--- src/rtl/hs_access_engine_if.sv ---
// rtl/hs_access_engine_if.sv - high-score RAM port between the access engine and the CPU board
`timescale 1ns/1ps

interface hs_access_engine_if;
  logic [15:0] hs_address;
  logic [7:0]  hs_data_in;
  logic [7:0]  hs_data_out;
  logic        hs_write;

  modport master (
    output hs_address,
    output hs_data_in,
    output hs_write,
    input  hs_data_out
  );

  modport slave (
    input  hs_address,
    input  hs_data_in,
    input  hs_write,
    output hs_data_out
  );
endinterface

--- src/rtl/hs_access_engine.sv ---
// rtl/hs_access_engine.sv - restores a downloaded high-score table into core RAM, then mirrors it once per frame
`timescale 1ns/1ps

module hs_access_engine #(
  parameter logic [15:0] HS_START    = 16'h0000,
  parameter int          HS_LEN      = 64,
  parameter logic [7:0]  HS_INDEX    = 8'd4,
  parameter int          RD_LAT      = 1,
  parameter int          HOLD_FRAMES = 180
) (
  input  logic               clk_49m,
  input  logic               reset,
  input  logic               vblank,
  input  logic [7:0]         ioctl_index,
  input  logic [24:0]        ioctl_addr,
  input  logic [7:0]         ioctl_data,
  input  logic               ioctl_wr,
  input  logic               ioctl_download,
  input  logic               ioctl_upload,
  output logic [7:0]         ioctl_din,
  hs_access_engine_if.master hs,
  output logic               pause_req,
  output logic               restored
);

  localparam int          AW         = (HS_LEN > 1) ? $clog2(HS_LEN) : 1;
  localparam logic [24:0] LEN_A      = 25'(HS_LEN);
  localparam logic [8:0]  LEN_I      = 9'(HS_LEN);
  localparam logic [8:0]  LAST_I     = 9'(HS_LEN - 1);
  localparam logic [15:0] LAST_FRAME = 16'(HOLD_FRAMES - 1);
  localparam logic [2:0]  LAST_W     = 3'(RD_LAT + 1);

  typedef enum logic [1:0] {WAIT, RESTORE, RUN, MIRROR} state_t;

  state_t      state;
  logic [7:0]  hs_buf [HS_LEN];
  logic [8:0]  idx;
  logic [2:0]  wcnt;
  logic [15:0] frame_cnt;
  logic        loaded;
  logic        vblank_q;

  logic vb_rise;
  logic dl_active;
  logic dl_hit;
  logic mirror_cap;

  assign vb_rise    = vblank && !vblank_q;
  assign dl_active  = ioctl_download && (ioctl_index == HS_INDEX);
  assign dl_hit     = dl_active && ioctl_wr && (ioctl_addr < LEN_A);
  assign mirror_cap = (state == MIRROR) && (wcnt == LAST_W) && !dl_active;

  // Buffer contents survive reset so a table is never lost to a core reset.
  always_ff @(posedge clk_49m) begin
    if (dl_hit)
      hs_buf[ioctl_addr[AW-1:0]] <= ioctl_data;
    else if (mirror_cap)
      hs_buf[idx[AW-1:0]] <= hs.hs_data_out;
  end

  always_ff @(posedge clk_49m or posedge reset) begin
    if (reset) begin
      state         <= WAIT;
      frame_cnt     <= '0;
      loaded        <= 1'b0;
      idx           <= '0;
      wcnt          <= '0;
      vblank_q      <= 1'b0;
      ioctl_din     <= 8'h00;
      hs.hs_address <= HS_START;
      hs.hs_data_in <= 8'h00;
      hs.hs_write   <= 1'b0;
      pause_req     <= 1'b0;
      restored      <= 1'b0;
    end else begin
      vblank_q <= vblank;

      if (ioctl_upload && (ioctl_index == HS_INDEX))
        ioctl_din <= (ioctl_addr < LEN_A) ? hs_buf[ioctl_addr[AW-1:0]] : 8'h00;

      if (dl_active) begin
        state       <= WAIT;
        frame_cnt   <= '0;
        restored    <= 1'b0;
        hs.hs_write <= 1'b0;
        pause_req   <= 1'b0;
        idx         <= '0;
        wcnt        <= '0;
        if (ioctl_wr)
          loaded <= 1'b1;
      end else begin
        case (state)
          WAIT: begin
            if (vb_rise) begin
              if (frame_cnt == LAST_FRAME) begin
                frame_cnt <= '0;
                idx       <= '0;
                if (loaded) begin
                  state     <= RESTORE;
                  pause_req <= 1'b1;
                end else begin
                  state <= RUN;
                end
              end else begin
                frame_cnt <= frame_cnt + 16'd1;
              end
            end
          end

          // Address, data and strobe are all registered on the same edge, so they stay aligned.
          RESTORE: begin
            if (idx == LEN_I) begin
              hs.hs_write <= 1'b0;
              pause_req   <= 1'b0;
              restored    <= 1'b1;
              loaded      <= 1'b0;
              state       <= RUN;
            end else begin
              hs.hs_address <= HS_START + 16'(idx);
              hs.hs_data_in <= hs_buf[idx[AW-1:0]];
              hs.hs_write   <= 1'b1;
              idx           <= idx + 9'd1;
            end
          end

          RUN: begin
            if (vb_rise && !ioctl_upload) begin
              state         <= MIRROR;
              idx           <= '0;
              wcnt          <= '0;
              hs.hs_address <= HS_START;
            end
          end

          // Each byte holds its address for RD_LAT+2 clocks; the capture lands on the last one.
          MIRROR: begin
            if (wcnt == LAST_W) begin
              wcnt <= '0;
              if (idx == LAST_I) begin
                state <= RUN;
              end else begin
                idx           <= idx + 9'd1;
                hs.hs_address <= HS_START + 16'(idx) + 16'd1;
              end
            end else begin
              wcnt <= wcnt + 3'd1;
            end
          end

          default: state <= WAIT;
        endcase
      end
    end
  end

endmodule

--- src/flat_wrapper.sv ---
// flat-port wrapper written by rule: the top's interface ports become plain ports
module hs_access_engine_flat 
#(
  parameter logic [15:0] HS_START    = 16'h0000,
  parameter int          HS_LEN      = 64,
  parameter logic [7:0]  HS_INDEX    = 8'd4,
  parameter int          RD_LAT      = 1,
  parameter int          HOLD_FRAMES = 180
)
  (clk_49m, reset, vblank, ioctl_index, ioctl_addr, ioctl_data, ioctl_wr, ioctl_download, ioctl_upload, ioctl_din, pause_req, restored, hs_hs_address, hs_hs_data_in, hs_hs_write, hs_hs_data_out);
  hs_access_engine_if hs_i ();
  input  logic clk_49m;
  input  logic reset;
  input  logic vblank;
  input  logic [7:0] ioctl_index;
  input  logic [24:0] ioctl_addr;
  input  logic [7:0] ioctl_data;
  input  logic ioctl_wr;
  input  logic ioctl_download;
  input  logic ioctl_upload;
  output logic [7:0] ioctl_din;
  output logic pause_req;
  output logic restored;
  output wire logic [$bits(hs_i.hs_address)-1:0] hs_hs_address;
  output wire logic [$bits(hs_i.hs_data_in)-1:0] hs_hs_data_in;
  output wire logic [$bits(hs_i.hs_write)-1:0] hs_hs_write;
  input wire logic [$bits(hs_i.hs_data_out)-1:0] hs_hs_data_out;
  assign hs_hs_address = hs_i.hs_address;
  assign hs_hs_data_in = hs_i.hs_data_in;
  assign hs_hs_write = hs_i.hs_write;
  assign hs_i.hs_data_out = hs_hs_data_out;
  hs_access_engine #(.HS_START(HS_START), .HS_LEN(HS_LEN), .HS_INDEX(HS_INDEX), .RD_LAT(RD_LAT), .HOLD_FRAMES(HOLD_FRAMES)) u_core (.clk_49m(clk_49m), .reset(reset), .vblank(vblank), .ioctl_index(ioctl_index), .ioctl_addr(ioctl_addr), .ioctl_data(ioctl_data), .ioctl_wr(ioctl_wr), .ioctl_download(ioctl_download), .ioctl_upload(ioctl_upload), .ioctl_din(ioctl_din), .hs(hs_i), .pause_req(pause_req), .restored(restored));
endmodule
--- config.mk ---
export PLATFORM = sky130hd
export DESIGN_NAME = hs_access_engine_flat
export DESIGN_NICKNAME = d
export VERILOG_FILES = /design/src/rtl/hs_access_engine_if.sv /design/src/rtl/hs_access_engine.sv /design/src/flat_wrapper.sv
export SDC_FILE = /design/constraint.sdc
export NUM_CORES = 1
export LEC_CHECK = 0
export ABC_CLOCK_PERIOD_IN_PS = 2700
export CAP_MARGIN = 20
export CELL_PAD_IN_SITES_DETAIL_PLACEMENT = 0
export CELL_PAD_IN_SITES_GLOBAL_PLACEMENT = 1
export CORE_ASPECT_RATIO = 1.5
export CORE_MARGIN = 4
export CORE_UTILIZATION = 40
export CTS_BUF_LIST = sky130_fd_sc_hd__clkbuf_16
export CTS_CLUSTER_SIZE = 16
export DETAILED_ROUTE_END_ITERATION = 8
export PLACE_DENSITY = 0.66
export SLEW_MARGIN = 0
export SYNTH_ARGS = -nofsm -noshare
export SYNTH_HDL_FRONTEND = slang
export SYNTH_SLANG_ARGS = --single-unit
--- constraint.sdc ---
create_clock -name clk_49m -period 2.7 [get_ports clk_49m]
set_clock_uncertainty 0.15 [all_clocks]
set_input_delay 0.54 -clock clk_49m [delete_from_list [all_inputs] [get_ports clk_49m]]
set_output_delay 0.54 -clock clk_49m [all_outputs]
set_load 0.01 [all_outputs]
Word-level counts from Yosys, hierarchy flattened
Memories as Yosys holds them, arrays and structs flattened. A register that Yosys moved wholly into a read port is not among the register bits.
Cells that the tools add are included.
{"block": "op_classes", "reduce_logical": 29, "n_shift": 0, "mul": 0, "magnitude_cmp": 1, "addsub": 4, "div_mod_pow": 0, "bitwise": 2, "n_eq_ne": 22, "muxes": 54}
{"operator": "$mux W16", "n": 8}
{"operator": "$mux W9", "n": 7}
{"operator": "$pmux W16 S3", "n": 1}
{"operator": "$pmux W9 S4", "n": 1}
{"operator": "$lt A25 B7 Y1 const B", "n": 1}
{"operator": "$mux W1", "n": 20}
{"operator": "$reduce_and A6 Y1", "n": 3}
{"operator": "$add A16 B1 Y16 const B", "n": 1}
{"operator": "$eq A16 B8 Y1 const B", "n": 1}
{"operator": "$mux W2", "n": 8}
{"operator": "$mux W8", "n": 2}
{"operator": "$ne A3 B1 Y1 const B", "n": 5}
{"operator": "$ne A3 B2 Y1 const B", "n": 4}
{"operator": "$add A9 B1 Y10 const B", "n": 1}
{"operator": "$add A9 B1 Y9 const B", "n": 1}
{"operator": "$eq A9 B6 Y1 const B", "n": 1}
{"operator": "$eq A9 B7 Y1 const B", "n": 1}
{"operator": "$mux W3", "n": 3}
{"operator": "$reduce_bool A3 Y1", "n": 3}
{"operator": "$eq A8 B3 Y1 const B", "n": 1}
{"operator": "$logic_and A1 B1 Y1", "n": 8}
{"operator": "$ne A2 B2 Y1 const B", "n": 4}
{"operator": "$pmux W2 S4", "n": 1}
{"operator": "$reduce_bool A2 Y1", "n": 4}
{"operator": "15 further kinds", "n": 22}
{"block": "word_totals", "word_cells": 124, "latch_bits": 0, "out_inout_bits": 35, "mem_bits_rw": 512, "n_memories": 1, "regBits": 59, "romBits": 0}
{"memory": "u_core.hs_buf", "depth": 64, "word_bits": 8, "read_ports": 2, "rd_ports_with_merged_regs": 1, "wr": 1, "line_no": "hs_access_engine.sv:36", "text": "logic [7:0] hs_buf [HS_LEN];"}

Logic depth before layout (Yosys ltp)
{"block": "depth", "word_depth": 9, "ltp_mapped": 13, "depth_no_buf": 8}

Least setup slack after synthesis
OpenSTA, ideal clock, no wires.
{"block": "synth_timing", "kind": "input -> register", "start": "in ioctl_index[5]", "end": "mem u_core.hs_buf[29][0], enable pin", "path_slack_ns": -0.518, "setup_ns": 0.383, "arrival_time_ns": 2.685, "cell_stages": 7, "n_path_buf": 2, "t_required_ns": 2.167, "cell_sequence": "nor4_2 -> nand3_1 -> or4_1 -> buf_2 -> o22a_1 -> buf_4 -> nor3_1"}
{"block": "synth_between", "elab_chain_cells": 9, "elab_cells_between_ends": 14, "cone_classes": "eq/ne (1); mux (7); reduce/logical (6)"}
{"element": "start, declared", "line_no": "flat_wrapper.sv:15", "text": "input logic [7:0] ioctl_index;"}
{"element": "$eq A8 B3 Y1 *", "line_no": "hs_access_engine.sv:49", "text": "assign dl_active = ioctl_download && (ioctl_index == HS_INDEX);"}
{"element": "$logic_and A1 B1 Y1 *", "line_no": "hs_access_engine.sv:49"}
{"element": "$logic_not A1 Y1", "line_no": "hs_access_engine.sv:51", "text": "assign mirror_cap = (state == MIRROR) && (wcnt == LAST_W) && !dl_active;"}
{"element": "$logic_and A1 B1 Y1", "line_no": "hs_access_engine.sv:51"}
{"element": "$mux W1", "line_no": "hs_access_engine.sv:57", "text": "else if (mirror_cap)"}
{"element": "$mux W1", "line_no": "hs_access_engine.sv:55", "text": "if (dl_hit)"}
{"element": "$mux W1 (not written as such)", "line_no": "hs_access_engine.sv:58", "text": "hs_buf[idx[AW-1:0]] <= hs.hs_data_out;"}
{"element": "$reduce_or A8 Y1 (no line)"}
{"element": "$mux W6 (no line) or $mux W1 (tied branches)"}
{"element": "end, declared", "line_no": "hs_access_engine.sv:36"}
Mark *: on every way between the ends. The rest lies on a longest branch, timed or not.

Worst setup path after layout
{"block": "layout_timing", "start": "reg u_core.idx[0]", "end": "reg u_core.hs.hs_data_in[3] (read register of u_core.hs_buf)"}
{"block": "layout_between", "elab_chain_cells": 3}
{"element": "start, declared", "line_no": "hs_access_engine.sv:37", "text": "logic [8:0] idx;"}
{"element": "start signal, assigned", "line_no": "hs_access_engine.sv:122", "text": "idx <= idx + 9'd1;"}
{"element": "start signal, assigned", "line_no": "hs_access_engine.sv:142", "text": "idx <= idx + 9'd1;"}
{"element": "$eq A9 B7 Y1", "line_no": "hs_access_engine.sv:112", "text": "if (idx == LEN_I) begin"}
{"element": "$not A1 Y1 (no line)"}
{"element": "$reduce_and A3 Y1 (no line)"}
{"element": "end, declared", "line_no": "hs_access_engine_if.sv:12", "text": "output hs_data_in,"}
Parallel ways exist; a longest one is shown, timed or not.
A chain may end at the register's enable or synchronous reset.

==> impl_metrics.toml <==
[synth]
synth.cell_area_um2 = 28000
synth_compound_area_share_pct = 5.91
seq_area_frac_synth_pct = 60.4
yosys.area.top_type = "edfxtp_1"
synth_top_flop_cell = "edfxtp_1"
yosys-top-cells-area = "edfxtp_1 55%, mux4_2 17%, dfrtp_1 5.5%"
syn-mean-instance-area_um2 = 15.5
syn_inst = 1801
ys_ff_latch = 573
synth_top_family_by_area = "multiplexers"
netlist-cell-type-count = 76
synth_mux_area_share_pct = 22.4
yosys.area_share.simple_pct = 8.09
synth_top_area_share_pct = 54.9
yosys_warnings = 0
synth-xor-area-share_pct = 0.250
synth_fa_ha_area_share_pct = 0.134
synth_edf_count = 512
ys_async_sr_fraction_pct = 10.6

[timing]
worst_slew_pin_slew_ps = 843
finalSetupViolations = 1
finalWorstSetupSlack_ps = -4.66
hold_violations = 0
rsz0062_at_grt = "true"
period_minus_slack_ps = 2700
timing.hold.ws_ps = 165
fmax_mhz = 370
relSlewSlack_pct = 43.7
fin_crit_sh_pct = 100
drv_slew = 0

[critical_path]
r2r_setup_slack_ps = -5
r2r_cells = 6
path_max_fanout = 11
cp-start-kind = "register"
worstPathRequired_ps = 3060
critPathKind = "reg -> reg"
worstPathArrival_ps = 3060
endpoint_kind = "register"
rr_startpoint = "u_core.idx[0]"
worstReg2RegEnd = "u_core.hs.hs_data_in[3]"

[global_routing]
grt.met3_usage_pct = 3.49
grt.busiest_layer = "met2"
grt_usage_pct = 24.9
grt_pass1_vias = 19700
met1_usage_pct = 28.7
grt_util_met2_pct = 43.6
grt-ovfl-total = 0
grt_pass1_wl_um = 136000
grt_max_degree = 53
antenna_found_initial = 2

[drt]
drt_iter0_markers = 1839
dr_total_vias = 19000
wl_per_cell_um = 30.0
drtPass1Iterations = 5
ant_nets = 0
routed_wl_um = 93700
vias_per_cell = 6.07
drcViolationCount = 0

[final_layout]
drive_gt1_share_pct = 37.8
area_growth_pct = 29.0
fill_cells = 5609
layout.nets = 2239
post-route-util_pct = 52.2
num_antenna_cells = 0

[power]
p_per_area_nw_per_um2 = 803
p_leak_nw = 12.8
ir_drop_mv = 0.682

[placement]
numPortBuffers = 83
hpwl_um = 70700
routabilityCongestion = 1.06

[cts]
insertion_delay_ps = 640
h-tree-depth = 2
root_buffer = "clkbuf_16"
cts.sink_count = 573
clk_pin_slew_worst_paths_ps = 70
numCtsBuffers = 54
cts_tree = "done"
cts.path.max_buffers = 3

[floorplanning]
die-area_um2 = 74400
core_region_area_um2 = 69200
rows = 118
die_h_um = 332
die_width_um = 224
initial_utilization_pct = 40.4
io_pins = 90

[run_status]
failed_checks = "negative setup slack"
outcome = "finished with violations"

[flow_run]
cap_violations = 0

[worst_hold_path]
min_path_type = "in -> async"
-- how the worst max path moves through the flow --
stage / start / to
finish: u_core.idx[0] / u_core.hs.hs_data_in[3]
CTS: u_core.wcnt[0] / u_core.hs_buf[2][3]
global placement: ioctl_addr[0] / u_core.ioctl_din[4]
detailed placement: ioctl_addr[0] / u_core.ioctl_din[4]
global route: u_core.idx[0] / u_core.hs.hs_data_in[6]
floorplan: ioctl_index[5] / u_core.hs_buf[26][0]
-- cells in the mapped netlist, types with 17 or more instances --
master    instances
mux4_2          217
dfrtp_1          61
o21ai_0          22
buf_4            26
mux2i_1         127
nand4_1          17
nor2_1           87
o22ai_1          27
a31oi_1          21
nand2_1         181
a22oi_1          30
nand3_1          56
a21oi_1          43
buf_2            58
inv_1            17
nor3_1           35
edfxtp_1        512
clkbuf_1         38
-- power breakdown --
group / internal, mW / switching [mW]
logic: 4.33 / 5.76
clock network: 4.77 / 3.43
registers: 10.5 / 0.192
-- layout by cell type, fill, tap and decap left out, types with 7 or more instances in the layout --
cell	instances
dlygate4sd2_1	14
inv_1	23
nor2b_1	14
a311oi_1	11
edfxtp_1	512
nor2_1	44
a22oi_1	30
clkbuf_16	55
nand2_1	166
nor3_1	10
or3_1	9
a221oi_1	14
nand2b_1	8
nor2_2	9
a31oi_1	15
buf_6	15
nor3_4	22
a2bb2oi_1	7
mux4_2	217
bufinv_16	11
clkinv_2	10
buf_12	89
buf_4	266
mux2i_1	127
nand4_1	17
clkdlybuf4s50_1	59
and3_1	10
clkinv_1	10
o22ai_1	26
nand2_4	10
dfrtp_1	58
mux2_2	10
a21oi_1	41
o21ai_0	21
a31oi_4	7
nor2_4	35
nand3_1	54
-- cell type report --
cell class | count | area (µm²) | share of cell area [%]
clock buffer | 55 | 1380 | 3.81
clock inverter | 46 | 536 | 1.48
inverter | 21 | 80.1 | 0.222
multi-input combinational | 1078 | 11300 | 31.3
sequential | 573 | 16900 | 46.8
tap | 900 | 1130 | 3.12
timing repair buffer | 453 | 4780 | 13.2
-- state kept, by name, indices dropped and copies added, names as in the netlist, 2 cells and up --
name and flops:
u_core.wcnt 3, u_core.hs.hs_data_in 8, u_core.frame_cnt 16, u_core.idx 9, u_core.ioctl_din 8, u_core.hs_buf 512
u_core.hs.hs_address 10, u_core.state 2
-- per-layer routing --
metal / wire [µm] / vias to the layer above
met5: 25 / -
met4: 7000 / 4
met3: 5590 / 227
met2: 48600 / 794
met1: 32500 / 9878
li1: - / 8075
-- worst max-delay path, stage by stage, from the launching register on --
cell	delay (ps)
dfrtp_4	470
buf_12	180
mux4_2	570
mux4_2	570
a2111oi_4	380
buf_4	180
nor3_1	40
-- logic make-up after synthesis --
family                   Yosys count
XOR/XNOR                           8
buffers and inverters            155
other                              1
flip-flops                       573
AO/OA/AOI/OAI                    235
multiplexers                     355
adder cells (fa/ha/maj)            3
AND/OR/NAND/NOR                  471
-- repair_timing --
item,CTS,global route
gates resized for setup,64,28
endpoints found under the setup margin,519,393
hold buffers,0,0
setup buffers,13,17
cloned,1,0
pin swaps,31,23
-- per-stage QoR --
step	setup WS, ps	power [mW]	area (µm²)	setup TNS, ps	std cells
final	-4.66	29.0	36100	-4.66	3126
after global routing	-63.1	30.0	36100	-1400	3126
after CTS	-1.21	29.0	35900	-3.41	3112
after detailed placement	-888	20.6	33700	-629280	2998
after global placement	-865	20.5	33700	-617890	2998
after floorplan	-156	16.1	28800	-58410	1806
Power figures use the tool's default switching activity.
